$ cat src/rtl/minterm_sweep_pkg.sv
// Shared types and sizes for the minterm sweep stimulus block.
package minterm_sweep_pkg;

  typedef enum logic [1:0] {
    IDLE  = 2'd0,
    DRIVE = 2'd1,
    DONE  = 2'd2
  } sweep_state_t;

  localparam int NUM_MINTERMS = 16;
  localparam int MINTERM_W    = 4;
  localparam int ERR_W        = 5;

endpackage

$ cat src/rtl/minterm_sweeper_dwell_counter.sv
// Hold-time counter: flags the last cycle of each minterm's dwell window.
module dwell_counter #(
  parameter int DWELL = 5
) (
  input  logic clk,
  input  logic rst,
  input  logic clear,
  input  logic en,
  output logic last
);

  logic [7:0] count;

  assign last = (count == 8'(DWELL - 1));

  always_ff @(posedge clk) begin
    if (rst || clear)
      count <= '0;
    else if (en)
      count <= last ? '0 : count + 8'd1;
  end

endmodule

$ cat src/rtl/minterm_sweeper.sv
// Sweeps minterms 0..15 into a 4-input block and checks captured truth tables.
// Optional: SWEEP_STOP_ON_FAIL_EN ends the sweep at the first mismatch.
module minterm_sweeper
  import minterm_sweep_pkg::*;
#(
  parameter int          DWELL  = 5,
  parameter logic [15:0] EXP_F1 = 16'h0000,
  parameter logic [15:0] EXP_F2 = 16'h0000,
  parameter logic [15:0] EXP_F3 = 16'h0000
) (
  input  logic             clk,
  input  logic             rst,
  input  logic             start,
  input  logic             f1_in,
  input  logic             f2_in,
  input  logic             f3_in,
  output logic             a,
  output logic             b,
  output logic             c,
  output logic             d,
  output logic             busy,
  output logic             done,
  output logic [15:0]      tt_f1,
  output logic [15:0]      tt_f2,
  output logic [15:0]      tt_f3,
  output logic [ERR_W-1:0] err_cnt,
`ifdef SWEEP_STOP_ON_FAIL_EN
  output logic [3:0]       fail_idx,
`endif
  output logic             pass
);

  sweep_state_t         state;
  logic [MINTERM_W-1:0] m;
  logic                 last;
  logic                 go;
  logic                 miss;
  logic                 stop;

  assign go   = start && (state != DRIVE);
  assign miss = (f1_in != EXP_F1[m]) ||
                (f2_in != EXP_F2[m]) ||
                (f3_in != EXP_F3[m]);

`ifdef SWEEP_STOP_ON_FAIL_EN
  assign stop = (m == 4'hF) || miss;
`else
  assign stop = (m == 4'hF);
`endif

  assign {a, b, c, d} = m;
  assign pass = done && (err_cnt == '0);

  dwell_counter #(.DWELL(DWELL)) u_dwell (
    .clk   (clk),
    .rst   (rst),
    .clear (go),
    .en    (state == DRIVE),
    .last  (last)
  );

  always_ff @(posedge clk) begin
    if (rst) begin
      state    <= IDLE;
      m        <= '0;
      busy     <= 1'b0;
      done     <= 1'b0;
      tt_f1    <= '0;
      tt_f2    <= '0;
      tt_f3    <= '0;
      err_cnt  <= '0;
`ifdef SWEEP_STOP_ON_FAIL_EN
      fail_idx <= '0;
`endif
    end else begin
      unique case (state)
        IDLE, DONE: begin
          if (start) begin
            state    <= DRIVE;
            m        <= '0;
            busy     <= 1'b1;
            done     <= 1'b0;
            tt_f1    <= '0;
            tt_f2    <= '0;
            tt_f3    <= '0;
            err_cnt  <= '0;
`ifdef SWEEP_STOP_ON_FAIL_EN
            fail_idx <= '0;
`endif
          end
        end
        DRIVE: begin
          if (last) begin
            tt_f1[m] <= f1_in;
            tt_f2[m] <= f2_in;
            tt_f3[m] <= f3_in;
            if (miss)
              err_cnt <= err_cnt + 1'b1;
`ifdef SWEEP_STOP_ON_FAIL_EN
            if (miss)
              fail_idx <= m;
`endif
            if (stop) begin
              state <= DONE;
              busy  <= 1'b0;
              done  <= 1'b1;
            end else begin
              m <= m + 1'b1;
            end
          end
        end
        default: state <= IDLE;
      endcase
    end
  end

endmodule

$ cat config.mk
export PLATFORM = sky130hd
export DESIGN_NAME = minterm_sweeper
export DESIGN_NICKNAME = d
export VERILOG_FILES = /design/src/rtl/minterm_sweep_pkg.sv /design/src/rtl/minterm_sweeper_dwell_counter.sv /design/src/rtl/minterm_sweeper.sv
export SDC_FILE = /design/constraint.sdc
export NUM_CORES = 1
export LEC_CHECK = 0
export CAP_MARGIN = 20
export CORE_MARGIN = 2
export CORE_UTILIZATION = 34
export CTS_CLUSTER_DIAMETER = 100
export DETAILED_ROUTE_END_ITERATION = 7
export PLACE_DENSITY_LB_ADDON = 0.08
export RECOVER_POWER = 100
export SYNTH_ARGS = -nofsm -noshare
export SYNTH_HDL_FRONTEND = slang
export SYNTH_SLANG_ARGS = --single-unit
$ cat constraint.sdc
create_clock -name clk -period 2.94 [get_ports clk]
set_clock_uncertainty 0.2 [all_clocks]
set_input_delay 0.441 -clock clk [delete_from_list [all_inputs] [get_ports clk]]
set_output_delay 0.441 -clock clk [all_outputs]
set_load 0.1 [all_outputs]
==> out/qor.yml <==
finalSetupTns_ns: 0
crit_type: "reg2out"
drcViolationCount: 0
antenna_found_initial: 0
cts_tree: "yes"
routed_wl_um: 8250
worstSetupEndpoint: "b"
critPathArrivalTime_ns: 1.86
fmax_mhz: 401
ys_warn_count: 0
ff2ff_path_depth: 5
track_usage_pct: 17.0
vias: 2776
cts_buffer_depth: 2
routabilityCongestion: 0.745
cts.sinks: 69
synth-edff-count: 0
dp_worst_setup_slack_ns: 0.428
synth_cell_types: 44
syn_nets: 364
utilization_pct: 40.1
rsz0062_at_grt: "false"
final_area_um2: 3630
p_leak_uw: 0.00132
dpl_cell_area_um2: 3740
htreeDepth: 3
syn_area_per_cell_um2: 8.95
period_share_pct: 84.9
area_growth_syn_to_layout_pct: 16.0
grt_pass1_wl_um: 13400
num_io_pins: 66
grt_pass1_vias: 2588
hold_violations: 0
timing.rr.end: "tt_f1[13]"
endpoint_kind: "output port"
portBuffers: 65
cts-root-buf: "clkbuf_8"
async_flop_share_pct: 0
postCtsSetupRepairBufs: 0
r2r_slack_ns: 0.64
cp_max_fo: 13
row_count: 35
postCtsHoldBufs: 0
clk_latency_ns: 0.35
netlist_area_um2: 3130
dp_hpwl_um: 5710
ys_ff_latch: 69
coreArea_um2: 9060
timing.final.ws_setup_ns: 0.444
die_y_um: 100
cts_resized: 0
mostFrequentLayoutCells: "dfxtp_1 (69), clkbuf_1 (61), nand3_1 (40)"
grt_max_degree: 30
holdWs_ns: 0.264
finalSetupViolCount: 0
tightest_slew_ns: 1.19
worstPathRequired_ns: 2.30
drive_gt1_share_pct: 8.76
maxCapViolCount: 0
worstSetupStartpointType: "register"
slew_headroom_pct: 21.1
synth_ff_type: "dfxtp_1"
drtIter0Drc: 133
die_w_um: 100
clk_pin_slew_ns: 0.08
cp-startpoint: "m[2]"
wire_per_inst_um: 15.8
ys_seq_area_share_pct: 44.1
layout_commonest_cell: "dfxtp_1"
antenna_cells: 0
drv_slew: 0
routed_via_density: 5.32
hold_path.class: "reg2reg"
die-area_um2: 10000
max_stage_delay_ns: 0.92
drt_first_pass_iters: 4
outcome: "completed"
cp_cell_sequence: "clkbuf_1"
cpMaxStageDelayCell: "clkbuf_1"
syn_inst: 350
initial_core_util_pct: 34.5
cp_num_buf_inv: 1
postRouteAntennaNets: 0
grt-ovfl-total: 0
numCtsBuffers: 9
fin_crit_ns: 2.50
crit_family: "buffers and inverters"
reg2reg_from: "u_dwell.count[2]"
nets: 421
irDropWorstVdd_v: 0.000202
crit_cells: 1
p_per_area_nw_per_um2: 506
## worst min path at each step
stage                      from               end  slack [ns]  cells after the start
6_report              tt_f2[10]         tt_f2[10]        0.26                      2
5_1_grt                tt_f1[7]          tt_f1[7]        0.28                      2
4_1_cts                tt_f2[9]          tt_f2[9]        0.27                      2
3_5_place_dp          tt_f2[12]         tt_f2[12]        0.26                      2
3_3_place_gp          tt_f3[12]         tt_f3[12]        0.25                      2
2_1_floorplan  u_dwell.count[1]  u_dwell.count[1]        0.26                      2
## final cells by class
class,instances,area (µm²)
Clock buffer,11,151
Clock inverter,4,47.5
Fill cell,982,5430
Inverter,7,26.3
Multi-Input combinational cell,241,1520
Sequential cell,69,1380
Tap cell,111,139
Timing Repair Buffer,79,372
## per-layer routing
layer  vias to the layer above  global-route usage, %  wire, µm
li1                       1381                      -         -
met1                      1295                   23.6      3910
met2                        86                   25.1      3630
met3                        14                   3.90       518
met4                         0                   8.11       191
met5                         -                      0         0
## cells by family after synthesis
logic type               after synthesis  share of synthesized area, %
flip-flops                            69                          44.1
XOR/XNOR                               3                         0.839
buffers and inverters                 40                          5.99
AND/OR/NAND/NOR                      152                          29.0
AO/OA/AOI/OAI                         57                          10.2
adder cells (fa/ha/maj)                8                          3.20
multiplexers                          21                          6.71
## stage by stage
stage	std cells	power [µW]
global route	522	1910
detailed placement	507	1070
finish	522	1840
global placement	507	1070
floorplan	350	1030
CTS	522	1860
## registers in the layout (all words and copies together) (netlist names), 2 cells and up
register	cells
err_cnt	5
u_dwell.count	8
tt_f3	16
tt_f2	16
m	4
state	2
tt_f1	16
## power breakdown
part           leakage (µW)  total, µW  switching [µW]  internal [µW]
sequential         0.000556        941            3.51            937
clock              0.000101        789             359            430
combinational      0.000659        108            78.0           29.8
## cells in the mapped netlist (4+ instances only)
cell       n  area, µm²
o21ai_0    7       35.0
buf_2      6       30.0
inv_1      7       26.3
or3_1      6       37.5
ha_1       8        100
clkbuf_1  19       71.3
nand3_4    4       70.1
dfxtp_1   69       1380
nor2_1     6       22.5
buf_1      4       15.0
nand2_1   35        131
nand2b_1   6       37.5
nand3_1   36        180
a21oi_1   36        180
mux2i_1   21        210
nand4_1   37        231
(Power assumes the default switching activity.)
